===== config.mk =====
export PLATFORM = sky130hd
export DESIGN_NAME = fwd_hazard_unit_v2
export DESIGN_NICKNAME = d
export VERILOG_FILES = /design/src/rtl/fwd_hazard_unit_v2.sv
export SDC_FILE = /design/constraint.sdc
export NUM_CORES = 1
export LEC_CHECK = 0
export ABC_AREA = 1
export CORE_UTILIZATION = 47
export DETAILED_ROUTE_END_ITERATION = 6
export PLACE_DENSITY = 0.85
export SLEW_MARGIN = 40
export SYNTH_ARGS = -nofsm -noshare
export SYNTH_HDL_FRONTEND = slang
export SYNTH_SLANG_ARGS = --single-unit

===== constraint.sdc =====
create_clock -name clk -period 3.2 [get_ports clk]
set_input_delay 0.48 -clock clk [delete_from_list [all_inputs] [get_ports clk]]
set_output_delay 0.48 -clock clk [all_outputs]
set_load 0.02 [all_outputs]

===== src/rtl/fwd_hazard_unit_v2.sv =====
// Operand forwarding select, held-operand capture while ID/EX is frozen,
// load-use bubble sequencing and a saturating stall-cycle counter.
module fwd_hazard_unit_v2 #(
  parameter int NUM_SRC    = 2,
  parameter int REG_AW     = 5,
  parameter int XLEN       = 32,
  parameter int LU_BUBBLES = 1,
  parameter int CNT_W      = 16
) (
  input  logic                      clk,
  input  logic                      rst_n,
  input  logic                      flush,
  input  logic                      pipe_freeze,
  input  logic                      ex_hold,
  input  logic                      if_id_valid,
  input  logic [NUM_SRC*REG_AW-1:0] if_id_rs,
  input  logic [NUM_SRC-1:0]        if_id_uses_rs,
  input  logic                      id_ex_valid,
  input  logic [NUM_SRC*REG_AW-1:0] id_ex_rs,
  input  logic [NUM_SRC-1:0]        id_ex_uses_rs,
  input  logic [REG_AW-1:0]         id_ex_rd,
  input  logic                      id_ex_rdwrite,
  input  logic                      id_ex_is_load,
  input  logic                      ex_mem_valid,
  input  logic                      ex_mem_rdwrite,
  input  logic [REG_AW-1:0]         ex_mem_rd,
  input  logic                      mem_wb_valid,
  input  logic                      mem_wb_rdwrite,
  input  logic [REG_AW-1:0]         mem_wb_rd,
  input  logic [XLEN-1:0]           mem_wb_data,
  output logic [NUM_SRC*2-1:0]      fwd_sel,
  output logic [NUM_SRC*XLEN-1:0]   held_data,
  output logic                      load_use_stall,
  output logic [CNT_W-1:0]          stall_count
);

  typedef enum logic [0:0] {RUN = 1'b0, LU_STALL = 1'b1} state_t;

  localparam logic [2:0] LU_INIT = 3'(LU_BUBBLES - 1);

  state_t                state_q, state_d;
  logic [2:0]            cnt_q, cnt_d;
  logic [CNT_W-1:0]      stall_cnt_q, stall_cnt_d;
  logic [NUM_SRC-1:0]    held_valid_q, held_valid_d;
  logic [XLEN-1:0]       held_data_q [NUM_SRC];
  logic [XLEN-1:0]       held_data_d [NUM_SRC];
  logic [NUM_SRC-1:0]    ex_match, wb_match;
  logic                  lu_detect;

  // ID/EX advances only when neither the whole pipe nor ID/EX alone is held.
  logic id_ex_advance;
  assign id_ex_advance = !ex_hold && !pipe_freeze;

  generate
    for (genvar gi = 0; gi < NUM_SRC; gi++) begin : g_src
      logic [REG_AW-1:0] rs;
      assign rs = id_ex_rs[gi*REG_AW +: REG_AW];

      assign ex_match[gi] = ex_mem_valid && ex_mem_rdwrite &&
                            (ex_mem_rd != '0) && (ex_mem_rd == rs);
      assign wb_match[gi] = mem_wb_valid && mem_wb_rdwrite &&
                            (mem_wb_rd != '0) && (mem_wb_rd == rs);

      always_comb begin
        fwd_sel[gi*2 +: 2] = 2'b00;
        if (id_ex_valid && id_ex_uses_rs[gi]) begin
          if (ex_match[gi])           fwd_sel[gi*2 +: 2] = 2'b01;
          else if (wb_match[gi])      fwd_sel[gi*2 +: 2] = 2'b10;
          else if (held_valid_q[gi])  fwd_sel[gi*2 +: 2] = 2'b11;
        end
      end

      // A younger MEM/WB producer during the same hold simply overwrites.
      always_comb begin
        held_valid_d[gi] = held_valid_q[gi];
        held_data_d[gi]  = held_data_q[gi];
        if (flush || id_ex_advance) begin
          held_valid_d[gi] = 1'b0;
        end else if (ex_hold && !pipe_freeze && wb_match[gi]) begin
          held_valid_d[gi] = 1'b1;
          held_data_d[gi]  = mem_wb_data;
        end
      end

      always_ff @(posedge clk or negedge rst_n) begin
        if (!rst_n) begin
          held_valid_q[gi] <= 1'b0;
          held_data_q[gi]  <= '0;
        end else begin
          held_valid_q[gi] <= held_valid_d[gi];
          held_data_q[gi]  <= held_data_d[gi];
        end
      end

      assign held_data[gi*XLEN +: XLEN] = held_data_q[gi];
    end
  endgenerate

  always_comb begin
    lu_detect = 1'b0;
    for (int i = 0; i < NUM_SRC; i++) begin
      if (if_id_uses_rs[i] && (if_id_rs[i*REG_AW +: REG_AW] == id_ex_rd))
        lu_detect = 1'b1;
    end
    lu_detect = lu_detect && if_id_valid && id_ex_valid && id_ex_is_load &&
                id_ex_rdwrite && (id_ex_rd != '0);
  end

  always_comb begin
    state_d        = state_q;
    cnt_d          = cnt_q;
    load_use_stall = 1'b0;
    case (state_q)
      RUN: begin
        load_use_stall = lu_detect;
        if (lu_detect && !pipe_freeze && (LU_BUBBLES > 1)) begin
          state_d = LU_STALL;
          cnt_d   = LU_INIT;
        end
      end
      LU_STALL: begin
        load_use_stall = 1'b1;
        if (!pipe_freeze) begin
          cnt_d = cnt_q - 3'd1;
          if (cnt_q == 3'd1) state_d = RUN;
        end
      end
      default: state_d = RUN;
    endcase
    if (flush) begin
      state_d = RUN;
      cnt_d   = 3'd0;
    end
  end

  always_comb begin
    stall_cnt_d = stall_cnt_q;
    if (load_use_stall && !pipe_freeze && (stall_cnt_q != '1))
      stall_cnt_d = stall_cnt_q + CNT_W'(1);
  end

  always_ff @(posedge clk or negedge rst_n) begin
    if (!rst_n) begin
      state_q     <= RUN;
      cnt_q       <= 3'd0;
      stall_cnt_q <= '0;
    end else begin
      state_q     <= state_d;
      cnt_q       <= cnt_d;
      stall_cnt_q <= stall_cnt_d;
    end
  end

  assign stall_count = stall_cnt_q;

endmodule


==> impl_metrics.py <==
metrics = {
    "run_status": {
        "status": "finished, violations left",
        "violations": "DRC",
    },
    "placed_design": {
        "dp.final_hpwl_um": 8560,
        "io_buffers": 168,
        "place_area_sq_um": 6060,
        "place_worst_setup_slack_ns": 0.244,
        "placedCellCount": 785,
        "gp_congestion": 0.949,
    },
    "layout": {
        "final_net_count": 775,
        "layout_commonest_cell": "clkdlybuf4s50_1",
        "final_layout_size_suffix_gt1_share_pct": 5.05,
        "layout.cells.non_filler": 801,
        "multi_input_area_sq_um": 1770,
        "layout.cell_area.non_filler_sq_um": 6270,
        "most-common-layout-cells": "167 x clkdlybuf4s50_1, 152 x nand2_1, 86 x dfrtp_1",
        "n_fill_cell": 656,
        "register_area_sq_um": 2150,
        "antenna_cells": 0,
        "area.growth.synth_to_final_pct": 44.8,
    },
    "yosys": {
        "ys.warnings.count": 0,
        "synth_cell_type_count": 30,
        "synth_nets": 607,
        "yosys.area.top_type_share_pct": 49.7,
        "yosys-top-cells-area": "dfrtp_1 50%, nand2_1 13%, o21ai_1 7.2%, inv_1 6.2%, nand4_1 3.3%",
        "synth.avg_cell_area_sq_um": 8.32,
        "ys_seq_elements": 86,
        "sequential_share_of_the_synthesized_area_pct": 49.7,
        "postSynthCellCount": 520,
        "synth.cell_area_sq_um": 4330,
        "synth_top_cell_by_area": "dfrtp_1",
    },
    "route": {
        "drt_pre_antenna_iters": 7,
        "dr_total_vias": 4000,
        "remaining_drc_errors": 7,
        "totalWireLength_um": 11200,
        "routed_via_density": 4.99,
        "violation_count_after_the_first_detailed_route_iteration": 211,
        "detail-route-antenna-nets": 0,
        "avgRoutedWirePerCell_um": 14.0,
    },
    "setup_path": {
        "kind_of_critical_path": "input pin to output port",
        "worst_setup_path_end_kind": "output port",
        "arrival_ns": 2.47,
        "crit_path_required_time_ns": 2.72,
        "timing.critical_path.fanout_max": 4,
        "startpoint_type": "input pin",
    },
    "floorplanning": {
        "pin_count": 169,
        "die_y_um": 98.0,
        "rows": 34,
        "fp.dieArea_sq_um": 9600,
        "initial_core_util_pct": 49.1,
        "die_width_um": 98.0,
        "placeableCoreArea_sq_um": 8810,
    },
    "sta": {
        "hold_viol_final": 0,
        "finalWorstPathRequiredPeriod_ns": 2.95,
        "hold-worst-slack_ns": 0.0788,
        "final.period_utilization_pct": 92.2,
        "unrepaired_setup_endpoints_after_global_routing": "no",
        "maxSlewViolCount": 0,
        "setup_violations": 0,
        "slew_headroom_pct": 56.9,
        "worst_clock_skew_ns": 0.0102,
        "fin_setup_tns_ns": 0,
        "max_freq_mhz": 339,
        "timing_worst_slew_pin_value_ns": 0.646,
        "fin_ws_ns": 0.249,
    },
    "cts": {
        "clock_latency_ns": 0.34,
        "cts_resized": 0,
        "clk_path_buf_depth": 2,
        "postCtsHoldBufs": 0,
        "setup_fix_bufs_post_cts": 0,
        "htree_levels": 3,
        "tritoncts": "done",
        "cts_inserted_buffers": 9,
        "clkSinkCount": 86,
        "path_clk_slew_ns": 0.09,
        "clk_root_buffer_cell": "clkbuf_8",
    },
    "grt": {
        "grt_start_max_net_pins": 65,
        "vias_in_the_first_global_route": 3999,
        "track_usage_pct": 24.5,
        "grt_overflow_total": 0,
        "first_pass_grt_wire_length_um": 18700,
        "antenna_found_initial": 0,
    },
    "pwr": {
        "p_leak_uw": 0.00289,
        "ir_drop_mv": 0.411,
        "power-per-cell-area_nw_per_um2": 363,
    },
    "worst_hold_path": {
        "holdCritPathClass": "input pin to async pin",
    },
    "job": {
        "drv_cap": 0,
    },
}
-- metrics by stage --
stage,power (uW),utilization [%]
after CTS,2300,71.2
after global routing,2370,71.2
after global placement,1510,68.9
after floorplan,1290,-
after detailed placement,1520,68.9
final,2270,71.2
-- state kept, by name (all words and copies together), names as in the netlist --
signal	flops
state_q	1
held_data	64
cnt_q	3
held_valid_q	2
stall_count	16
-- critical path: stages --
cell and delay [ns]:
clkdlybuf4s50_1 0.48, xnor2_1 0.22, nand3_1 0.12, nor3_2 0.28, o21ai_0 0.14, nor2_1 0.12
clkdlybuf4s50_1 0.63
-- synthesized netlist by cell type (all sizes together) --
cell type	number
xnor2	16
nor3	13
clkbuf	1
xor2	15
inv	72
a211oi	1
nand2	153
o21ai	68
nor2	24
clkinv	1
a21oi	5
nand4	23
and3	1
buf	15
dfrtp	86
nand3	21
nand2b	2
ha	3
-- where the power goes --
| group | total, uW | leakage [uW] | switching (uW) | internal (uW) |
|---|---|---|---|---|
| clock network | 777 | 0.0000998 | 402 | 375 |
| logic | 357 | 0.00160 | 169 | 188 |
| registers | 1140 | 0.00120 | 20.3 | 1120 |
| total | 2270 | 0.00289 | 591 | 1680 |
-- final timing paths --
check	cells after the start	from	slack (ns)	endpoint
setup / recovery	7	mem_wb_rd[4]	0.25	fwd_sel[1]
hold / removal	1	rst_n	0.08	stall_count[12]
setup reg to reg	9	stall_count[0]	1.33	stall_count[10]
hold reg to reg	2	held_data[1]	0.49	held_data[1]
max in group asynchronous	2	rst_n	2.36	held_data[44]
min in group clk	2	held_data[1]	0.49	held_data[1]
-- cells by family (layout without fill, tap and decap cells) --
kind of cell    count (synthesis)  in the layout  synth area share [%]
xor+xnor                       31             31                  6.27
compound gates                 74             74                  8.79
flops                          86             86                  49.7
buf+inv                        89            262                  9.31
simple gates                  237            237                  25.0
fa+ha+maj                       3              3                 0.867
-- metal layers --
metal	GRT usage [%]	vias to the layer above	wire, um
met5	0	-	0
met4	7.23	0	157
met3	7.95	13	778
met2	42.6	113	5800
met1	28.8	1881	4450
li1	-	1993	-
-- area by class of cell --
cell class,instances,area share (%)
Sequential cell,86,34.3
Multi-Input combinational cell,345,28.3
Timing Repair Buffer,173,27.6
Inverter,73,4.37
Tap cell,108,2.16
Clock buffer,10,2.04
Clock inverter,6,1.20
No activity file was read; power rests on OpenSTA's default activity.
